File: config.mk
export PLATFORM = sky130hd
export DESIGN_NAME = message_buffer_ctrl
export DESIGN_NICKNAME = d
export VERILOG_FILES = /design/src/rtl/message_buffer_ctrl.sv
export SDC_FILE = /design/constraint.sdc
export NUM_CORES = 1
export LEC_CHECK = 0
export BUFFER_PORTS_ARGS = -buffer_cell sky130_fd_sc_hd__buf_2
export CELL_PAD_IN_SITES_DETAIL_PLACEMENT = 0
export CELL_PAD_IN_SITES_GLOBAL_PLACEMENT = 1
export CORE_MARGIN = 2
export CORE_UTILIZATION = 59
export CTS_BUF_LIST = sky130_fd_sc_hd__clkbuf_2
export DETAILED_ROUTE_END_ITERATION = 10
export PLACE_DENSITY = 0.9
export SYNTH_ARGS = -nofsm -noshare
export SYNTH_HDL_FRONTEND = slang
export SYNTH_SLANG_ARGS = --single-unit
File: constraint.sdc
create_clock -name Clock -period 8.2 [get_ports Clock]
set_input_delay 0.41 -clock Clock [delete_from_list [all_inputs] [get_ports Clock]]
set_output_delay 0.41 -clock Clock [all_outputs]
set_load 0.005 [all_outputs]
File: src/rtl/message_buffer_ctrl.sv
`default_nettype none
// ============================================================================
//  Module : message_buffer_ctrl
//  Edit-code aware writer for the single-port message buffer, arbitrated
//  against POV display read requests.
//  Rev    : 1.0  initial release
// ============================================================================
module message_buffer_ctrl #(
    parameter int DEPTH = 32,
    parameter int AW    = 5,
    parameter int CW    = 7
) (
    input  logic          Clock,
    input  logic          Reset,
    input  logic          New,
    input  logic [CW-1:0] Char,
    input  logic          RdReq,
    input  logic [AW-1:0] RdAddr,
    output logic [CW-1:0] RdData,
    output logic          RdValid,
    output logic [AW:0]   MsgLen,
    output logic          Commit,
    output logic          Busy,
    output logic          Overflow
);

    typedef enum logic [1:0] {
        ST_CLEAR = 2'd0,
        ST_IDLE  = 2'd1,
        ST_WRITE = 2'd2
    } state_t;

    localparam logic [CW-1:0] CH_SPACE = CW'(8'h20);
    localparam logic [CW-1:0] CH_TILDE = CW'(8'h7E);
    localparam logic [CW-1:0] CH_BS    = CW'(8'h08);
    localparam logic [CW-1:0] CH_CR    = CW'(8'h0D);
    localparam logic [CW-1:0] CH_ESC   = CW'(8'h1B);
    localparam logic [AW:0]   PTR_ONE  = (AW+1)'(1);
    localparam logic [AW:0]   PTR_FULL = (AW+1)'(DEPTH);
    localparam logic [AW-1:0] CLR_LAST = AW'(DEPTH-1);

    logic [CW-1:0] mem [DEPTH];

    state_t        state, state_nx;
    logic [CW-1:0] char_q;
    logic [AW:0]   wr_ptr, wr_ptr_nx, wr_ptr_dec;
    logic [AW-1:0] clr_ptr, clr_ptr_nx;
    logic [AW:0]   msg_len_nx;
    logic          overflow_nx;
    logic          commit_nx;
    logic          rd_grant;
    logic          latch_char;
    logic          mem_we;
    logic [AW-1:0] mem_addr;
    logic [CW-1:0] mem_wdata;

    assign wr_ptr_dec = wr_ptr - PTR_ONE;
    assign Busy       = (state != ST_IDLE);

    always_comb begin
        state_nx    = state;
        wr_ptr_nx   = wr_ptr;
        clr_ptr_nx  = clr_ptr;
        msg_len_nx  = MsgLen;
        overflow_nx = Overflow;
        commit_nx   = 1'b0;
        rd_grant    = 1'b0;
        latch_char  = 1'b0;
        mem_we      = 1'b0;
        mem_addr    = wr_ptr[AW-1:0];
        mem_wdata   = CH_SPACE;
        case (state)
            ST_CLEAR: begin
                mem_we     = 1'b1;
                mem_addr   = clr_ptr;
                clr_ptr_nx = clr_ptr + AW'(1);
                if (clr_ptr == CLR_LAST) begin
                    state_nx = ST_IDLE;
                end
            end
            ST_IDLE: begin
                // A character strobe wins over a display read in the same cycle
                if (New) begin
                    latch_char = 1'b1;
                    state_nx   = ST_WRITE;
                end else if (RdReq) begin
                    rd_grant = 1'b1;
                end
            end
            ST_WRITE: begin
                state_nx = ST_IDLE;
                if ((char_q >= CH_SPACE) && (char_q <= CH_TILDE)) begin
                    if (wr_ptr < PTR_FULL) begin
                        mem_we    = 1'b1;
                        mem_wdata = char_q;
                        wr_ptr_nx = wr_ptr + PTR_ONE;
                    end else begin
                        overflow_nx = 1'b1;
                    end
                end else begin
                    case (char_q)
                        CH_BS: begin
                            if (wr_ptr != '0) begin
                                wr_ptr_nx = wr_ptr_dec;
                                mem_we    = 1'b1;
                                mem_addr  = wr_ptr_dec[AW-1:0];
                            end
                        end
                        CH_CR: begin
                            msg_len_nx = wr_ptr;
                            commit_nx  = 1'b1;
                        end
                        CH_ESC: begin
                            wr_ptr_nx   = '0;
                            msg_len_nx  = '0;
                            overflow_nx = 1'b0;
                            clr_ptr_nx  = '0;
                            state_nx    = ST_CLEAR;
                        end
                        default: ;
                    endcase
                end
            end
            default: state_nx = ST_CLEAR;
        endcase
    end

    always_ff @(posedge Clock or negedge Reset) begin
        if (!Reset) begin
            state    <= ST_CLEAR;
            char_q   <= '0;
            wr_ptr   <= '0;
            clr_ptr  <= '0;
            MsgLen   <= '0;
            Overflow <= 1'b0;
            Commit   <= 1'b0;
            RdValid  <= 1'b0;
            RdData   <= '0;
        end else begin
            state    <= state_nx;
            wr_ptr   <= wr_ptr_nx;
            clr_ptr  <= clr_ptr_nx;
            MsgLen   <= msg_len_nx;
            Overflow <= overflow_nx;
            Commit   <= commit_nx;
            RdValid  <= rd_grant;
            if (latch_char) begin
                char_q <= Char;
            end
            // Anything beyond the committed length shows as blank on the display
            if (rd_grant) begin
                RdData <= ({1'b0, RdAddr} >= MsgLen) ? CH_SPACE : mem[RdAddr];
            end
        end
    end

    always_ff @(posedge Clock) begin
        if (mem_we) begin
            mem[mem_addr] <= mem_wdata;
        end
    end

endmodule
`default_nettype wire
==> impl_results.md, run 1 <==
- Critical Path RT: between 8000 and 9000 ps
- Pin count of the biggest net entering global routing: 47
- Synth Flop Type: edfxtp_1
- RSZ-0062 raised after global routing: no
- CTS H-tree depth: 2
- First-pass GRT wire length: about 39000 um
- Synth unique cells: between 50 and 60
- Synth top area cells: edfxtp_1 (61%), dfrtp_1 (8.2%), mux4_2 (6.2%)
- Slowest cell on crit path: nor3_1
- Yosys top cell by area: edfxtp_1
- Reg clk slew, reported paths: roughly 120 ps
- Grt total ovfl: 0
- Worst Clk Skew: between 90 and 100 ps
- Starting Density: 0.607
- Worst vdd rail ir drop: 0.000183 V
- EDFF count, synth: around 220
- Final Hold Fails: 0
- Worst Slack Setup Final: 4510 ps
- Worst hold margin: approximately 160 ps
- Synth top area share: 0.612
- Pleak: around 4.2 nW
- Worst-Skew Late Latency: between 800 and 900 ps
- CP Buf/Inv Count: 1
- Starting DRT DRC Count: 715
- Final Util: 0.661
- Grt met1 use: 0.345
- Syn Std Cell Area: between 10000 and 15000 um2
- Crit path largest cell delay: 1040 ps
- Setup Total Neg Slack: 0 ps
- Count leader, synth: edfxtp_1
- Setup Buffers After CTS: 0
- Drt via density: 6.40
- Worst endpoint data arrival time: 4100 ps
- Worst-path maximum fanout: 9
- # rows: a little under 50
- Pwr Density: ~290 nW/um2
- DRC Markers: 0
- Status: finished, final reports clean
- Worst Max-Slew Pin Slew: ~1300 ps
- Area grow syn2layout: 8.85%
- Drt first pass iters: 5
- All-Layer GR Usage: 0.259
- Clock root buffer: clkbuf_2
- Met2 Usage GRT: 0.427
- Routing usage on met3: 0.0643
- CTS tree: yes
- Vias in the first global route: between 6000 and 7000
- Pre-CTS setup slack: about 4600 ps
- Gate Count Post-Synth: between 600 and 700
- Commonest cells in the netlist: edfxtp_1 (224), mux2i_1 (42), nor3_1 (42), nand2_1 (40), dfrtp_1 (36)
- Hold Crit Class: in -> reg
- GPL Wtd Cong: roughly 0.92
- Total number of vias: ~6700
- Min Tclk post-route: 3690 ps
- Async S/R FF share, synth: 0.138
- Fmax: 271 MHz
- Post-DP HPWL: 16000 um
- Worst setup EP type: flop
- Class of the most critical setup path: reg -> reg
- Setup-failing EPs final: 0
- # Max-Cap Violations: 0
- CORE AREA: approximately 18000 um2
- Register area share after synthesis: 0.694
- Share of layout cells above drive strength 1: 0.241
- Post-cts gate resize count: 0
- Seq cells post-synth: 260
- PortBufs: 32
- Die Span X: approximately 140 um
- Routed wire length per instance: 23.4 um
- CP top delay family: simple AND/OR/NAND/NOR gates
- Vert. Die Dim: approximately 140 um
- Drt total wl: 24400 um
- Clock Sinks: 260
- Inserted Clock Buffers: 60
- CTS Buffer Depth: 3
- Cell Chain, Critical Path: inv_1 > ha_1 > nand2b_4 > or4_4 > a21boi_0 > o311a_2 > nand2_1 > nor3_1
- Initial antenna violation count: 1
- Max_slew headroom: 0.110
- Most used routing layer: met2
- DRT antenna net count: 0
- Count of final max-slew check failures: 0
- Power consumption: between 3 and 4 mW
- Nets: 793
- Syn_nets: 715
- Die Area: around 20000 um2
- Part of the cycle the worst path needs: 0.450
- Count of warnings emitted by yosys: 0
- Startpoint Class: flop
- I/O pin count: 33
- Syn avg cell area: around 16 um2
[worst min-delay path, stage by stage]
cell and delay [ps]:
buf_2 100, nand3b_1 300, inv_1 140
[flip-flops by register name, summed over array words and instances, names as in the netlist]
| register | flops |
|---|---|
| MsgLen | 6 |
| Commit | 1 |
| mem | 224 |
| char_q | 7 |
| state | 2 |
| Overflow | 1 |
| RdValid | 1 |
| clr_ptr | 5 |
| wr_ptr | 6 |
| RdData | 7 |
[worst paths after layout]
path / startpoint / to / slack, ps / depth (start not counted)
max in group asynchronous: Reset / char_q[5] / 7430 / 2
setup / recovery: wr_ptr[0] / mem[21][6] / 4510 / 8
setup reg to reg: wr_ptr[0] / mem[21][6] / 4510 / 8
hold reg to reg: MsgLen[2] / MsgLen[2] / 550 / 1
min in group asynchronous: Reset / RdData[4] / 170 / 2
hold / removal: RdReq / RdValid / 160 / 3
[what timing repair did]
item	4_1_cts	5_1_grt
endpoints found under the setup margin	0	0
hold buffers	10	0
endpoints found under the hold margin	46	0
[cell usage in the layout (no fill, tap or decap), drive strengths merged, types with 3 or more instances in the layout]
cell,synthesis,routed
nand3,11,11
a21o,4,4
mux2i,42,42
nor3,44,44
buf,22,41
a22oi,7,7
nand2b,5,5
a22o,9,9
edfxtp,224,224
mux2,22,22
a221o,6,6
nand2,41,41
and2,12,12
a31oi,3,3
dlygate4sd3,0,10
inv,15,15
o21ai,35,35
a221oi,16,16
dfrtp,36,36
nor2,12,12
o22ai,12,12
ha,10,10
a21oi,28,28
mux4,30,30
clkinv,0,22
clkbuf,13,83
[power breakdown]
group	internal (mW)	leakage (nW)	switching, mW
logic	0.272	1.37	0.541
registers	1.69	2.43	0.151
clock network	0.276	0.389	0.489
total	2.24	4.18	1.18
[final cells by class]
cell class	count	area, um2
repair buffers	51	330
diodes	1	2.50
multi-input cells	379	3140
flip-flops and latches	260	7630
clock buffers	83	415
inverters	15	56.3
fillers	1249	6130
clock inverters	24	103
well taps	229	287
[layer usage]
metal | vias to the layer above | part of all wire
met5 | - | 0
met4 | 0 | 0.022
met3 | 33 | 0.083
met2 | 330 | 0.49
met1 | 3354 | 0.40
li1 | 2957 | -
[logic make-up (layout without fill, tap and decap cells)]
| group | Yosys count | after routing | synth area share |
|---|---|---|---|
| AOI/OAI and AO/OA | 135 | 135 | 0.0849 |
| and+or+nand+nor | 139 | 139 | 0.0661 |
| other | 0 | 1 | 0 |
| xor gates and xnor gates | 1 | 1 | 0.000798 |
| DFF | 260 | 260 | 0.694 |
| buffers and inverters | 50 | 173 | 0.0202 |
| muxes | 94 | 94 | 0.122 |
| adders and majority gates | 10 | 10 | 0.0114 |
[metrics by stage]
| stage | cell area (um2) | std cells |
|---|---|---|
| floorplan | 11000 | 689 |
| global placement | 11300 | 924 |
| detailed placement | 11300 | 924 |
| CTS | 12000 | 1041 |
| global route | 12000 | 1042 |
| finish | 12000 | 1042 |
Note: power is estimated with default switching activity, not from simulation.
==> run 2, diff against run 1 <==
- CORE_UTILIZATION: 59 -> 55
- PLACE_DENSITY: 0.9 -> 0.85
- clock period: 8.2 -> 3.4 ns (I/O delays scaled with it)
==> impl_results.md, run 2 (synthesis gave the netlist of run 1 again) <==
- CORE AREA: approximately 20000 um2
- Grt total ovfl: 0
- Status: finished, final reports clean
- Pwr Density: 681 nW/um2
- Worst-path maximum fanout: 9
- Class of the most critical setup path: reg -> reg
- Reg clk slew, reported paths: about 100 ps
- Placed instance count: around 1000
- Max_slew headroom: 0.569
- CTS Buffer Depth: 3
- Worst vdd rail ir drop: between 0.0004 and 0.0005 V
- Worst hold margin: 89.1 ps
- Worst setup EP type: flop
- Drt via density: just over 6
- Non-Filler Instances: 1118
- Inserted Clock Buffers: 59
- Die Span X: 145 um
- Pin count of the biggest net entering global routing: 39
- FF/Latch Area: 7630 um2
- Clock root buffer: clkbuf_2
- Vias in the first global route: about 6900
- CP startpoint: wr_ptr[0]
- Most frequent cells in the layout: edfxtp_1 (224), clkbuf_2 (85), buf_4 (48)
- Routed wire length per instance: 22.6 um
- CTS H-tree depth: 2
- PortBufs: 32
- Worst-Skew Late Latency: a little under 900 ps
- Power consumption: around 8.4 mW
- Regs by FF count: mem: 224 flops, RdData: 7 flops, char_q: 7 flops
- Count of final max-slew check failures: 0
- Min Tclk post-route: approximately 3100 ps
- Total number of vias: between 6000 and 7000
- DRT antenna net count: 0
- Setup-failing EPs final: 0
- Vert. Die Dim: between 100 and 150 um
- Area grow syn2layout: 12.3%
- Part of the cycle the worst path needs: 0.924
- Worst endpoint data arrival time: 3690 ps
- DRC Markers: 0
- Multi-input logic area: ~3100 um2
- Die Area: 21100 um2
- First-pass GRT wire length: 39100 um
- Drt total wl: 25300 um
- Worst Max-Slew Pin Slew: between 600 and 700 ps
- Fmax: between 300 and 400 MHz
- Pleak: around 4.4 nW
- CTS tree: yes
- Post-DP HPWL: 16500 um
- Final Hold Fails: 0
- Hold_sp: New
- Most common cell after layout, fill and taps aside: edfxtp_1
- Largest Register: mem
- Layout fillers: 1457
- Setup Buffers After CTS: 0
- Startpoint Class: flop
- Initial antenna violation count: 1
- RR Startpoint: wr_ptr[0]
- Drt first pass iters: 4
- I/O pin count: 33
- Share of layout cells above drive strength 1: 0.278
- RSZ-0062 raised after global routing: no
- Setup Total Neg Slack: 0 ps
- Starting Density: 0.563
- # Max-Cap Violations: 0
- Hold Crit Class: in -> reg
- Worst Clk Skew: 80.2 ps
- # rows: 51
- All-Layer GR Usage: 0.243
- Nets: between 800 and 900
- Starting DRT DRC Count: ~570
- Critical Path RT: 3940 ps
- Clock Sinks: 260
- Max FFs per register: between 200 and 250
- GPL Wtd Cong: around 0.95
==> run 2: through the flow <==
stage               instance area (um2)  worst slack [ps]  utilization
detailed placement                11700               344        0.598
floorplan                         11000               469            -
global route                      12300              17.8        0.632
finish                            12300               258        0.632
CTS                               12300               298        0.632
global placement                  11700               412        0.598
==> run 2: repair_timing <==
action,CTS,global route
resized for setup,0,0
hold buffers,14,0
endpoints found under the hold margin,51,0
==> run 2: worst paths after layout <==
| kind | end | slack [ps] | cells past startpoint |
|---|---|---|---|
| max | mem[28][4] | 260 | 9 |
| min reg2reg | RdData[0] | 550 | 1 |
| min in group asynchronous | RdData[5] | 390 | 4 |
| max in group asynchronous | char_q[1] | 2770 | 4 |
| min | state[0] | 90 | 3 |
| max reg2reg | mem[28][4] | 260 | 9 |
==> run 2: final cells by class <==
| class | instances | share of cell area |
|---|---|---|
| repair buffers | 94 | 0.0556 |
| flip-flops and latches | 260 | 0.618 |
| clock buffers | 85 | 0.0345 |
| well taps | 265 | 0.0269 |
| multi-input cells | 379 | 0.254 |
| inverters | 15 | 0.00456 |
| clock inverters | 18 | 0.00588 |
| diodes | 2 | 0.000406 |
==> run 2: metal layers <==
metal  GRT usage  up-vias  wire length (um)
met5           0        -                 0
met4      0.0912        0               612
met3      0.0456       52              2030
met2       0.402      329             12300
met1       0.326     3332             10300
li1            -     3035                 -
==> run 2: report_power, final <==
part | leakage (nW) | internal, mW | switching, mW
Clock | 0.393 | 0.669 | 1.16
Combinational | 1.60 | 0.781 | 1.39
Sequential | 2.43 | 4.06 | 0.353
Total | 4.42 | 5.51 | 2.89
==> run 2: critical path, cell delays in order (launching register included) <==
cell and delay (ps):
dfrtp_1 500, inv_1 170, ha_1 240, nand2b_4 70
or4_4 430, a21boi_0 320, o311a_2 280, nand2_1 270
nor3_1 330, buf_4 230
